**config.mk**
```make
export PLATFORM = sky130hd
export DESIGN_NAME = hamming_secded_enc_flat
export DESIGN_NICKNAME = d
export VERILOG_FILES = /design/src/rtl/hamming_pkg.sv /design/src/rtl/hamming_secded_enc_if.sv /design/src/rtl/hamming_skid.sv /design/src/rtl/hamming_secded_enc.sv /design/src/flat_wrapper.sv
export SDC_FILE = /design/constraint.sdc
export NUM_CORES = 1
export LEC_CHECK = 0
export ABC_AREA = 1
export BUFFER_PORTS_ARGS = -buffer_cell sky130_fd_sc_hd__buf_2
export CORE_UTILIZATION = 40
export CTS_CLUSTER_SIZE = 40
export DETAILED_ROUTE_END_ITERATION = 7
export RECOVER_POWER = 100
export SLEW_MARGIN = 0
export SYNTH_ARGS = -nofsm -noshare
export SYNTH_HDL_FRONTEND = slang
export SYNTH_SLANG_ARGS = --single-unit
export TNS_END_PERCENT = 30
```
**constraint.sdc**
```tcl
create_clock -name clk -period 9.4 [get_ports clk]
set_input_delay 0.94 -clock clk [delete_from_list [all_inputs] [get_ports clk]]
set_output_delay 0.94 -clock clk [all_outputs]
set_load 0.1 [all_outputs]
```
**src/rtl/hamming_pkg.sv**
```systemverilog
// hamming_pkg
// Shared Hamming code helpers: check-bit count, codeword width, the
// power-of-two test and the codeword-position to data-bit mapping. The
// decoder imports the same functions so both ends agree on the layout.
// Also holds the skid buffer state encoding.
package hamming_pkg;

    typedef enum logic [1:0] {
        ST_EMPTY = 2'b00,
        ST_ONE   = 2'b01,
        ST_FULL  = 2'b10
    } skid_state_t;

    // Smallest P with 2^P >= data_w + P + 1. The downward scan keeps the smallest hit.
    function automatic int hamming_p(input int data_w);
        int p;
        p = 9;
        for (int i = 8; i >= 1; i--) begin
            if ((32'sd1 <<< i) >= (data_w + i + 32'sd1)) begin
                p = i;
            end else begin
                p = p;
            end
        end
        return p;
    endfunction

    function automatic logic is_pow2(input int x);
        return (x > 32'sd0) && ((x & (x - 32'sd1)) == 32'sd0);
    endfunction

    function automatic int cw_width(input int data_w, input int secded);
        return data_w + hamming_p(data_w) + secded;
    endfunction

    // Data index stored at 1-based codeword position pos. Parity positions
    // return 0; callers must only use the result for non-power-of-two positions.
    function automatic int data_index(input int pos);
        int n_par;
        n_par = 0;
        for (int j = 0; j < 9; j++) begin
            if ((32'sd1 <<< j) <= pos) begin
                n_par = n_par + 32'sd1;
            end else begin
                n_par = n_par;
            end
        end
        if (is_pow2(pos) || (pos < 32'sd3)) begin
            return 0;
        end else begin
            return pos - 32'sd1 - n_par;
        end
    endfunction

endpackage

```
**src/rtl/hamming_secded_enc_if.sv**
```systemverilog
// hamming_secded_enc_if
// Stream bundle for the encoder: input word handshake with fault-injection
// controls, and the codeword output handshake.
//   slave  : the encoder view (consumes in_*, produces out_*)
//   master : the producer/consumer view
interface hamming_secded_enc_if
    import hamming_pkg::*;
#(
    parameter int DATA_W = 32,
    parameter int SECDED = 1
);
    localparam int CW_W  = cw_width(DATA_W, SECDED);
    localparam int POS_W = $clog2(CW_W);

    logic              in_valid;
    logic              in_ready;
    logic [DATA_W-1:0] in_data;
    logic              inj_en;
    logic [POS_W-1:0]  inj_pos;
    logic              out_valid;
    logic              out_ready;
    logic [CW_W-1:0]   out_code;
    logic              out_injected;

    modport slave (
        input  in_valid, in_data, inj_en, inj_pos, out_ready,
        output in_ready, out_valid, out_code, out_injected
    );

    modport master (
        output in_valid, in_data, inj_en, inj_pos, out_ready,
        input  in_ready, out_valid, out_code, out_injected
    );

endinterface

```
**src/rtl/hamming_skid.sv**
```systemverilog
// hamming_skid
// Two-entry valid/ready skid buffer: a main output register plus one skid
// register. in_ready is registered and means "skid empty", so the upstream
// path never sees a combinational dependency on out_ready.
// Ports: clk, rst (sync, active high), in_valid/in_ready/in_data,
//        out_valid/out_ready/out_data. Payload registers are not reset.
module hamming_skid
    import hamming_pkg::*;
#(
    parameter int W = 8
) (
    input  logic         clk,
    input  logic         rst,
    input  logic         in_valid,
    output logic         in_ready,
    input  logic [W-1:0] in_data,
    output logic         out_valid,
    input  logic         out_ready,
    output logic [W-1:0] out_data
);
    skid_state_t  state_r;
    skid_state_t  state_nxt_s;
    logic         in_ready_r;
    logic         out_valid_r;
    logic [W-1:0] main_r;
    logic [W-1:0] skid_r;
    logic         in_xfer_s;
    logic         out_xfer_s;
    logic         load_main_in_s;
    logic         load_main_skid_s;
    logic         load_skid_s;

    assign in_xfer_s  = in_valid & in_ready_r;
    assign out_xfer_s = out_valid_r & out_ready;
    assign in_ready   = in_ready_r;
    assign out_valid  = out_valid_r;
    assign out_data   = main_r;

    // Next-state and register-load decode.
    always_comb begin
        state_nxt_s      = state_r;
        load_main_in_s   = 1'b0;
        load_main_skid_s = 1'b0;
        load_skid_s      = 1'b0;
        case (state_r)
            ST_EMPTY: begin
                if (in_xfer_s) begin
                    state_nxt_s    = ST_ONE;
                    load_main_in_s = 1'b1;
                end else begin
                    state_nxt_s = ST_EMPTY;
                end
            end
            ST_ONE: begin
                if (in_xfer_s && out_xfer_s) begin
                    state_nxt_s    = ST_ONE;
                    load_main_in_s = 1'b1;
                end else if (in_xfer_s) begin
                    // Consumer stalled: park the new word behind main.
                    state_nxt_s = ST_FULL;
                    load_skid_s = 1'b1;
                end else if (out_xfer_s) begin
                    state_nxt_s = ST_EMPTY;
                end else begin
                    state_nxt_s = ST_ONE;
                end
            end
            ST_FULL: begin
                if (out_xfer_s) begin
                    state_nxt_s      = ST_ONE;
                    load_main_skid_s = 1'b1;
                end else begin
                    state_nxt_s = ST_FULL;
                end
            end
            default: begin
                state_nxt_s = ST_EMPTY;
            end
        endcase
    end

    // State, ready and valid registers; reset discards both entries at once.
    always_ff @(posedge clk) begin
        if (rst) begin
            state_r     <= ST_EMPTY;
            in_ready_r  <= 1'b0;
            out_valid_r <= 1'b0;
        end else begin
            state_r     <= state_nxt_s;
            in_ready_r  <= (state_nxt_s != ST_FULL);
            out_valid_r <= (state_nxt_s != ST_EMPTY);
        end
    end

    // Payload registers; they only move on a load so a stalled word holds.
    always_ff @(posedge clk) begin
        if (load_main_in_s) begin
            main_r <= in_data;
        end else if (load_main_skid_s) begin
            main_r <= skid_r;
        end
        if (load_skid_s) begin
            skid_r <= in_data;
        end
    end

endmodule

```
**src/rtl/hamming_secded_enc.sv**
```systemverilog
// hamming_secded_enc
// Pipelined Hamming SEC / SECDED encoder. Codeword position k (1-based)
// is out_code[k-1]; check bit j sits at position 2^j; data bits fill the
// other positions upward from position 3. With SECDED=1 the MSB carries
// overall parity of the lower bits. An optional single-bit flip is applied
// after all parity is formed. The result goes through a two-entry skid.
// Ports: clk, rst (sync, active high), bus (slave view of the stream
//        bundle), enc_count (accepted words, saturating at 16'hFFFF).
module hamming_secded_enc
    import hamming_pkg::*;
#(
    parameter int DATA_W = 32,
    parameter int SECDED = 1,
    parameter int INJ_EN = 1
) (
    input  logic                 clk,
    input  logic                 rst,
    hamming_secded_enc_if.slave  bus,
    output logic [15:0]          enc_count
);
    localparam int P     = hamming_p(DATA_W);
    localparam int N     = DATA_W + P;
    localparam int CW_W  = cw_width(DATA_W, SECDED);
    localparam int POS_W = $clog2(CW_W);
    localparam logic [POS_W:0] POS_LIMIT = (POS_W + 1)'(CW_W);

    logic [N-1:0]    spread_s;
    logic [P-1:0]    par_s;
    logic [N-1:0]    body_s;
    logic [CW_W-1:0] code_s;
    logic [CW_W-1:0] mask_s;
    logic            flip_s;
    logic            in_xfer_s;
    logic            in_ready_s;
    logic            out_valid_s;
    logic [CW_W:0]   payload_s;

    assign in_xfer_s = bus.in_valid & in_ready_s;

    // Scatter data bits into their codeword positions; parity slots stay zero.
    always_comb begin
        spread_s = '0;
        for (int k = 1; k <= N; k++) begin
            if (!is_pow2(k)) begin
                spread_s[k-1] = bus.in_data[data_index(k)];
            end else begin
                spread_s[k-1] = 1'b0;
            end
        end
    end

    // Check bit j: even parity over every position whose index has bit j set.
    always_comb begin
        par_s = '0;
        for (int j = 0; j < P; j++) begin
            for (int k = 1; k <= N; k++) begin
                if (((k >> j) & 1) == 1) begin
                    par_s[j] = par_s[j] ^ spread_s[k-1];
                end else begin
                    par_s[j] = par_s[j];
                end
            end
        end
    end

    // Drop check bits into the power-of-two slots.
    always_comb begin
        body_s = spread_s;
        for (int j = 0; j < P; j++) begin
            body_s[(1 << j) - 1] = par_s[j];
        end
    end

    if (SECDED != 0) begin : g_secded
        assign code_s = {^body_s, body_s};
    end else begin : g_sec
        assign code_s = body_s;
    end

    if (INJ_EN != 0) begin : g_inj
        // Out-of-range indices are a deliberate "no flip" request.
        assign flip_s = bus.inj_en & in_xfer_s & ({1'b0, bus.inj_pos} < POS_LIMIT);
        assign mask_s = flip_s ? ({{(CW_W-1){1'b0}}, 1'b1} << bus.inj_pos) : {CW_W{1'b0}};
    end else begin : g_no_inj
        assign flip_s = 1'b0;
        assign mask_s = {CW_W{1'b0}};
    end

    hamming_skid #(
        .W (CW_W + 1)
    ) u_skid (
        .clk       (clk),
        .rst       (rst),
        .in_valid  (bus.in_valid),
        .in_ready  (in_ready_s),
        .in_data   ({flip_s, code_s ^ mask_s}),
        .out_valid (out_valid_s),
        .out_ready (bus.out_ready),
        .out_data  (payload_s)
    );

    assign bus.in_ready     = in_ready_s;
    assign bus.out_valid    = out_valid_s;
    assign bus.out_code     = payload_s[CW_W-1:0];
    assign bus.out_injected = payload_s[CW_W];

    // Accepted-word counter, sticks at all-ones.
    always_ff @(posedge clk) begin
        if (rst) begin
            enc_count <= 16'h0000;
        end else if (in_xfer_s && (enc_count != 16'hFFFF)) begin
            enc_count <= enc_count + 16'h0001;
        end
    end

endmodule

```
**src/flat_wrapper.sv**
```systemverilog
// flat-port wrapper written by rule: the top's interface ports become plain ports
module hamming_secded_enc_flat import hamming_pkg::*;
#(
    parameter int DATA_W = 32,
    parameter int SECDED = 1,
    parameter int INJ_EN = 1
)
  (clk, rst, enc_count, bus_in_valid, bus_in_data, bus_inj_en, bus_inj_pos, bus_out_ready, bus_in_ready, bus_out_valid, bus_out_code, bus_out_injected);
  hamming_secded_enc_if #(.DATA_W(DATA_W), .SECDED(SECDED)) bus_i ();
  input  logic clk;
  input  logic rst;
  output logic [15:0] enc_count;
  input wire logic [$bits(bus_i.in_valid)-1:0] bus_in_valid;
  input wire logic [$bits(bus_i.in_data)-1:0] bus_in_data;
  input wire logic [$bits(bus_i.inj_en)-1:0] bus_inj_en;
  input wire logic [$bits(bus_i.inj_pos)-1:0] bus_inj_pos;
  input wire logic [$bits(bus_i.out_ready)-1:0] bus_out_ready;
  output wire logic [$bits(bus_i.in_ready)-1:0] bus_in_ready;
  output wire logic [$bits(bus_i.out_valid)-1:0] bus_out_valid;
  output wire logic [$bits(bus_i.out_code)-1:0] bus_out_code;
  output wire logic [$bits(bus_i.out_injected)-1:0] bus_out_injected;
  assign bus_i.in_valid = bus_in_valid;
  assign bus_i.in_data = bus_in_data;
  assign bus_i.inj_en = bus_inj_en;
  assign bus_i.inj_pos = bus_inj_pos;
  assign bus_i.out_ready = bus_out_ready;
  assign bus_in_ready = bus_i.in_ready;
  assign bus_out_valid = bus_i.out_valid;
  assign bus_out_code = bus_i.out_code;
  assign bus_out_injected = bus_i.out_injected;
  hamming_secded_enc #(.DATA_W(DATA_W), .SECDED(SECDED), .INJ_EN(INJ_EN)) u_core (.clk(clk), .rst(rst), .bus(bus_i), .enc_count(enc_count));
endmodule
```
After elaboration in Yosys (flattened, before gate mapping)
Index checks and enable logic that the tools add are counted.
{ "word_totals": {"register_bits": 100, "input_bits": 43} }
{ "op_classes": {"mux": 16, "bitwise_logic": 89, "add_sub_neg": 1, "reduce_logical": 6, "order_cmp": 1, "shifts": 1, "n_eq_ne": 4} }
{ "op_table": {"columns": ["op", "count"], "rows": [
  ["1-bit bitwise XOR", 84],
  ["40-bit two-way mux", 2],
  ["39-bit two-way mux", 1],
  ["1-bit by 6-bit left shift with 39-bit output, first input constant", 1],
  ["39-bit bitwise XOR", 1],
  ["38-bit parity", 1],
  ["16-bit by 1-bit adder with 16-bit output, second input constant", 1],
  ["16-bit != test, second input constant", 1],
  ["1-bit two-way mux", 8],
  ["6-bit less-than comparator, second input constant", 1],
  ["2-bit two-way mux", 3],
  ["2-bit one-hot mux with 3 select lines", 1],
  ["1-bit AND", 4],
  ["2-bit nonzero test", 2],
  ["2-bit by 1-bit == test with 1-bit output, second input constant", 1],
  ["2-bit == test, second input constant", 1],
  ["1-bit logical AND", 2],
  ["2-bit zero test", 1],
  ["2-bit != test, second input constant", 1],
  ["1-bit one-hot mux with 2 select lines", 1]
]} }

Longest topological paths before layout
Gate-level depths: netlist (run 1).
{ "logic_depth": {"word_depth": 20, "mapped_depth": 24, "ltp_nobuf": 23} }

Cells and area by module
A second synthesis (run 1) with hierarchy kept.
{ "hier_totals": {"hier_cells": 827, "area_unflattened_um2": 6149.6} }
{ "by_module_without_submodules": {"columns": ["mod", "n_inst", "area_each_um2", "cells_per_inst"], "rows": [
  ["hamming_skid", 1, 3138.0, 241],
  ["hamming_secded_enc", 1, 3011.6, 586]
]} }

Worst setup path after synthesis (run 1)
Ideal clock, no wire load.
{ "synth_timing": {"path_kind": "reg2reg", "startpoint": "register u_core.u_skid.in_ready_r, in the netlist u_core.u_skid.in_ready", "endpoint": "register u_core.u_skid.out_valid_r, in the netlist u_core.u_skid.out_valid", "period_less_slack_ns": 4.898, "arrival_ns": 4.808, "stages_incl_launch_ff": 8, "required_ns": 9.310, "setup_slack_ns": 4.502, "path_cell_list": "dfxtp_1 -> nand2_1 -> inv_1 -> ha_1 -> inv_1 -> nor3_1 -> a31oi_1 -> o21ai_0"} }
{ "synth_between": {"elab_chain_cells": 5, "word_cells_on_any_way": 7, "cone_classes": "4 x mux; 1 x bitwise; 2 x reduce/logical"} }
{ "synth_rtl": {"columns": ["item", "line", "source"], "rows": [
  ["from (decl)", "hamming_skid.sv:23", "logic in_ready_r;"],
  ["from (signal assigned)", "hamming_skid.sv:90", "in_ready_r <= (state_nxt_s != ST_FULL);"],
  ["1-bit AND (*)", "hamming_skid.sv:33", "assign in_xfer_s = in_valid & in_ready_r;"],
  ["2-bit two-way mux / 1-bit logical AND (equally long branches)", "hamming_skid.sv:58, hamming_skid.sv:55", null],
  ["2-bit two-way mux", "hamming_skid.sv:55", "if (in_xfer_s && out_xfer_s) begin"],
  ["2-bit one-hot mux with 3 select lines (*)", "hamming_skid.sv:45", "case (state_r)"],
  ["2-bit nonzero test (*)", "hamming_skid.sv:91", "out_valid_r <= (state_nxt_s != ST_EMPTY);"],
  ["to (signal assigned)", "hamming_skid.sv:91", null],
  ["to (decl)", "hamming_skid.sv:24", "logic out_valid_r;"]
]} }
Mark *: on every way between the ends. The rest lies on a longest branch, timed or not.
A chain may end at the register's enable or synchronous reset.

Worst setup path after layout (run 1)
{ "layout_timing": {"startpoint": "input bus_in_valid", "endpoint": "register u_core.u_skid.main_r[0], in the netlist u_core.u_skid.out_data[0] (enable)"} }
{ "layout_between": {"elab_chain_cells": 5, "word_cells_on_any_way": 6, "cone_classes": "3 x mux; 1 x bitwise; 2 x reduce/logical"} }
{ "layout_rtl": {"columns": ["item", "line", "source"], "rows": [
  ["from (decl)", "flat_wrapper.sv:13", "input wire logic [$bits(bus_i.in_valid)-1:0] bus_in_valid;"],
  ["1-bit AND (*)", "hamming_skid.sv:33", null],
  ["1-bit logical AND", "hamming_skid.sv:55", null],
  ["1-bit two-way mux", "hamming_skid.sv:55", null],
  ["1-bit one-hot mux with 2 select lines (*)", "hamming_skid.sv:45", null],
  ["2-bit nonzero test (no line) (*)", null, null],
  ["to (signal assigned)", "hamming_skid.sv:98", "main_r <= in_data;"],
  ["to (signal assigned)", "hamming_skid.sv:100", "main_r <= skid_r;"],
  ["to (decl)", "hamming_skid.sv:25", "logic [W-1:0] main_r;"]
]} }
Marked as above.

==> run summary, run 1 <==
First-pass DRT Iterations -> 5
Gpl congestion -> 0.846
Clk slew on worst S/H paths -> 0.06 ns
Tcrit/Tclk final -> 0.508
Fill count -> 1,524
Largest delay share family, worst path -> buffers and inverters
Routed via count -> 5,184
Pwr Total -> 1250 uW
Mapped Area -> 6020 um^2
Setup bufs post-CTS -> 0
Die Ht -> 125 um
Initial antenna violation count -> 0
Crit path cell chain -> buf_2, nand2_1, inv_1, ha_1, nand3_1, nand2_1, clkbuf_1, clkinv_1, nand2_1, clkbuf_1
Full die area -> 15,500 um^2
Async set or reset register ratio after synthesis -> 0
Hold Fails Final Rpt -> 0
Ant. Diodes -> 0
1st-iter DRT viols -> 304
Clk pwr share -> 0.285
Sw Share -> 0.362
Initial core utilization -> 0.413
Top Ports -> 101
Post-synth EDFFs -> 80
Vias in the first global route -> 4,811
Switching pwr -> 453 uW
DR DRC count -> 0
CTS max path bufs -> 2
Die width -> 125 um
Sequential area share after synthesis -> 0.466
Syn Area/Cell -> 7.43 um^2
Pin count of the biggest net entering global routing -> 43
CP most frequent cell -> nand2_1
Reg2Reg Setup Slack -> 4.96 ns
Tot GR Track Use -> 0.191
Synth Warn # -> 0
Post-synth top cells -> 371 x nand2_1, 85 x inv_1, 80 x edfxtp_1
Clock Sinks -> 100
Fin Setup TNS -> 0 ns
Worst-margin pin slew -> 2.29 ns
Synth top area share -> 0.399
Max Fclk -> 209 MHz
Count leader, synth -> nand2_1
Worst skew pair latency -> 0.34 ns
Pleak -> 0.00314 uW
VDD IR-drop max -> 0.0820 mV
Core region area -> 14,600 um^2
Nets -> 954
Synthesized flop and latch total -> 100
Top FF cell, synth -> edfxtp_1
Cell taking the most area after synthesis -> edfxtp_1
Worst reg-to-reg path cell count -> 9
Dpl hpwl -> 11,200 um
CTS hold repair buffers -> 0
Clock root buffer -> clkbuf_16
Number of I/O port buffers -> 100
Layout cells sized above 1 -> 0.0679
Power density over the cells -> 182 nW/um^2
Failing checks -> max-capacitance violations, max-slew violations
Critical Path Start -> bus_in_valid
Worst slew margin -> -0.527
Max incr delay on CP -> 1.20 ns
CP Data Required Time -> 9.33 ns
Status -> finished with violations
Synth unique cells -> 31
Num CTS Buffers -> 9
GR Overflow Total -> 0
PostCTS Resize Cnt -> 0
Max Cap Violations -> 4
CTS tree -> yes
Critical path data arrival time -> 4.71 ns
Slowest cell on crit path -> clkbuf_1
Worst r2r dst -> u_core.u_skid.out_data[0]
Crit path launch type -> input pin
Critical Path Stages -> 10
CP max FO -> 39
Worst setup EP type -> register
Wire per inst -> 13.2 um
Setup repair after global routing missed its margin -> false
Worst min path class -> reg2reg
Seq pwr share -> 0.418
Min Tclk post-route -> 4.78 ns
Synth area leaders -> edfxtp_1 40%, nand2_1 23%, dfxtp_1 6.7%
Internal -> 799 uW
Synth Net Count -> 856
Comb power frac -> 0.297
CP bufs+invs -> 5
Crit Path Category -> in2reg
Global-route wire length before repair -> 23,400 um
Vias per cell -> 4.73
Layout area overhead -> 14.1%
Cells after synthesis -> 810
Reg2reg start -> u_core.u_skid.in_ready
Slew Limit Fails -> 156
Post-route ant nets -> 0
Site Rows -> 44
Final Setup Violations -> 0
Drt total wl -> 14,400 um
Htree depth -> 3
Clk_skew -> 0.0122 ns
Crit path to -> u_core.u_skid.out_data[0]
state kept, by name (all words and copies together), names as in the netlist:
| register | flops |
|---|---|
| u_core.u_skid.out_valid | 1 |
| u_core.u_skid.skid_r | 40 |
| u_core.u_skid.out_data | 40 |
| u_core.u_skid.state_r | 2 |
| u_core.u_skid.in_ready | 1 |
| u_core.enc_count | 16 |
metal layers:
layer / wire length (um) / GRT usage
met4: 220 / 0.0624
met5: 0 / 0
met2: 6550 / 0.306
met1: 7040 / 0.266
met3: 634 / 0.0271
layout make-up:
class | count | area (um^2) | share of cell area
flip-flops and latches | 100 | 2800 | 0.408
inverters | 101 | 379 | 0.0552
clock inverters | 5 | 53.8 | 0.00783
well taps | 184 | 230 | 0.0335
clock buffers | 11 | 233 | 0.0339
repair buffers | 104 | 440 | 0.0641
multi-input cells | 592 | 2730 | 0.397
worst min-delay path, cell delays in order (launching register included):
cell and delay (ns):
dfxtp_1 0.33, inv_1 0.05, a211oi_1 0.06
worst min-delay path by stage:
stage,start,endpoint,slack [ns],cells after the start
final,u_core.enc_count[13],u_core.enc_count[13],0.49,2
after global routing,u_core.enc_count[13],u_core.enc_count[13],0.51,2
after CTS,u_core.enc_count[13],u_core.enc_count[13],0.48,2
after detailed placement,u_core.enc_count[13],u_core.enc_count[13],0.48,2
after global placement,u_core.enc_count[13],u_core.enc_count[13],0.48,2
after floorplan,u_core.u_skid.skid_r[38],u_core.u_skid.out_data[38],0.49,2
power by group through the flow:
stage,clock (uW),combinational [uW],sequential [uW]
after CTS,368,381,522
after global routing,383,411,525
after detailed placement,0,380,531
after floorplan,0,168,664
after global placement,0,377,531
final,357,372,523
layout by cell type (no fill, tap or decap), drive strengths merged:
cell,instances
nor3b,2
nand3,57
nand2,371
clkbuf,75
a31oi,2
buf,40
ha,3
clkinv,6
xor2,45
clkinvlp,2
and3,1
nand4,3
inv,97
nor4,1
o21a,1
bufinv,1
nor2,45
nor3,16
xnor2,19
edfxtp,80
o31ai,1
o21ai,13
a211oi,1
a21oi,9
nand3b,1
dfxtp,20
or2,1
metrics by stage:
step / utilization / hold slack, ns / worst slack (ns) / instance area [um^2] / cells
2_1_floorplan: - / 0.494 / 4.50 / 6020 / 810
3_3_place_gp: 0.460 / 0.478 / 6.02 / 6710 / 1081
3_5_place_dp: 0.460 / 0.475 / 6.00 / 6710 / 1081
4_1_cts: 0.480 / 0.484 / 6.35 / 7000 / 1097
5_1_grt: 0.471 / 0.510 / 4.17 / 6870 / 1097
6_report: 0.471 / 0.490 / 4.62 / 6870 / 1097
logic make-up after synthesis:
logic type      share of synthesized area
compound gates                     0.0249
simple gates                        0.335
flops                               0.466
xor+xnor                           0.0931
buf+inv                            0.0755
fa+ha+maj                         0.00624
No activity file was read; power rests on OpenSTA's default activity.
==> inputs of run 2 (changes only) <==
- clock period: 9.4 -> 4.92 ns (I/O delays scaled with it)
==> run summary, run 2 (synthesis results as in run 1) <==
Status -> finished with violations (unchanged)
Failing checks -> max-capacitance violations, max-slew violations (unchanged)
CTS hold repair buffers -> 0 (unchanged)
Placed inst area -> 6710 um^2 (unchanged)
1st-iter DRT viols -> 307 (was 304)
PostCTS Resize Cnt -> 0 (unchanged)
Seq pwr share -> 0.412 (was 0.418)
Hold Fails Final Rpt -> 0 (unchanged)
CP Data Required Time -> 5.14 ns (was 9.33 ns)
Full die area -> 15,500 um^2 (unchanged)
Fin util -> 0.472 (was 0.471)
Core region area -> 14,600 um^2 (unchanged)
Sw Share -> 0.369 (was 0.362)
Post-route ant nets -> 0 (unchanged)
Slowest cell on crit path -> nor2_1 (was clkbuf_1)
Most common cell after layout, fill and taps aside -> nand2_1 (unchanged)
Worst slew margin -> -0.526 (was -0.527)
Num CTS Buffers -> 9 (unchanged)
Initial core utilization -> 0.413 (unchanged)
Wire per inst -> 13.2 um (about the same)
Pin count of the biggest net entering global routing -> 43 (unchanged)
Layout area overhead -> 14.5% (was 14.1%)
Number of I/O port buffers -> 100 (unchanged)
Initial antenna violation count -> 0 (unchanged)
Final setup margin -> 1.51 ns (was 4.62 ns)
Die Ht -> 125 um (unchanged)
Clk_skew -> 0.00857 ns (was 0.0122 ns)
Pleak -> 0.00317 uW (was 0.00314 uW)
Crit path cell chain -> clkbuf_1, nor2_1, inv_1, o21ai_0, nand2_1, nor2_1, inv_1, nor2_1, inv_1, nor2_1, inv_1, nor3_1, xor2_1, nand2_1, nand2_1 (was buf_2, nand2_1, inv_1, ha_1, nand3_1, nand2_1, clkbuf_1, clkinv_1, nand2_1, clkbuf_1)
Fin area -> 6890 um^2 (was 6870 um^2)
Setup repair after global routing missed its margin -> false (unchanged)
Vias per cell -> 4.75 (was 4.73)
Switching pwr -> 895 uW (was 453 uW)
CTS max path bufs -> 2 (unchanged)
GR Overflow Total -> 0 (unchanged)
Vias in the first global route -> 4,778 (was 4,811)
Drt total wl -> 14,500 um (was 14,400 um)
Dpl cells -> 1,081 (unchanged)
Max Cap Violations -> 1 (was 4)
Commonest non-fill, non-tap cells in the layout -> 371 x nand2_1, 89 x inv_1, 80 x edfxtp_1 (was 371 x nand2_1, 88 x inv_1, 80 x edfxtp_1)
Clk slew on worst S/H paths -> 0.07 ns (was 0.06 ns)
Worst-margin pin slew -> 2.29 ns (about the same)
Nets -> 954 (unchanged)
Dpl hpwl -> 11,300 um (was 11,200 um)
Power density over the cells -> 352 nW/um^2 (was 182 nW/um^2)
Gpl congestion -> 0.874 (was 0.846)
Worst setup EP type -> register (unchanged)
Slew Limit Fails -> 42 (was 156)
Setup bufs post-CTS -> 0 (unchanged)
Site Rows -> 44 (unchanged)
Global-route wire length before repair -> 23,800 um (was 23,400 um)
Comb power frac -> 0.293 (was 0.297)
Critical path data arrival time -> 3.64 ns (was 4.71 ns)
Non-Filler Instances -> 1,097 (unchanged)
Final Setup Violations -> 0 (unchanged)
Min Tclk post-route -> 3.41 ns
Fin Setup TNS -> 0 ns (unchanged)
Die width -> 125 um (unchanged)
Clock root buffer -> clkbuf_16 (unchanged)
Htree depth -> 3 (unchanged)
VDD IR-drop max -> 0.165 mV (was 0.0820 mV)
Clk pwr share -> 0.295 (was 0.285)
Layout cells sized above 1 -> 0.0745 (was 0.0679)
Crit path launch type -> input pin (unchanged)
DR DRC count -> 0 (unchanged)
CTS tree -> yes (unchanged)
Max incr delay on CP -> 0.60 ns (was 1.20 ns)
Dpl ws -> 1.87 ns (was 6.00 ns)
CP max FO -> 12 (was 39)
Tcrit/Tclk final -> 0.694
Max Fclk -> 293 MHz
Clock Sinks -> 100 (unchanged)
Worst min path class -> in2reg (was reg2reg)
First-pass DRT Iterations -> 5 (unchanged)
Worst skew pair latency -> 0.35 ns (was 0.34 ns)
Ant. Diodes -> 0 (unchanged)
Internal -> 1530 uW (was 799 uW)
Tot GR Track Use -> 0.195 (was 0.191)
Fill count -> 1,530 (was 1,524)
Routed via count -> 5,209 (was 5,184)
Top Ports -> 101 (unchanged)
Crit Path Category -> in2reg (unchanged)
==> run 2: cell count changes in the layout (fill, tap and decap cells not counted), sizes merged <==
cell	delta
clkinvlp	-2
clkinv	+1
inv	+3
buf	+3
clkbuf	-5
==> run 2: final timing paths <==
path	from	to	slack, ns	cells past startpoint
worst max register to register	u_core.u_skid.in_ready	u_core.u_skid.out_data[0]	1.56	9
worst min register to register	u_core.enc_count[13]	u_core.enc_count[13]	0.49	2
worst max-delay path	bus_inj_pos[3]	u_core.u_skid.out_data[16]	1.51	15
worst min-delay path	rst	u_core.u_skid.state_r[1]	0.48	2
==> run 2: worst max-delay path, delay by kind of cell <==
family,cells,cell delay (ns)
compound gates,1,0.23
xor+xnor,1,0.22
simple gates,8,1.91
buf+inv,5,0.77
==> run 2: cell type report <==
cell class	count	area, um^2	share of cell area
flip-flops and latches	100	2800	0.407
multi-input cells	592	2730	0.396
repair buffers	104	449	0.0652
inverters	101	379	0.0550
well taps	184	230	0.0334
clock buffers	9	225	0.0327
clock inverters	7	75.1	0.0109
==> run 2: power by group through the flow <==
stage / Sequential, uW / Clock [uW] / Combinational, uW
floorplan: 1270 / 0 / 321
global placement: 1020 / 0 / 722
detailed placement: 1020 / 0 / 727
CTS: 997 / 730 / 728
global route: 1000 / 772 / 780
finish: 999 / 716 / 711
==> run 2: metrics by stage <==
stage                     hold WS (ns)  power, uW
after floorplan                  0.494       1590
after global placement           0.472       1740
after detailed placement         0.477       1740
after CTS                        0.460       2460
after global routing             0.508       2550
final                            0.476       2430
==> run 2: per-layer routing <==
layer,wire length (um),track usage,vias to the layer above,share of wire
met5,0,0,-,0
met4,270,0.0687,0,0.019
met3,775,0.0309,18,0.054
met2,6400,0.302,142,0.44
met1,7020,0.276,2320,0.49
li1,-,-,2729,-
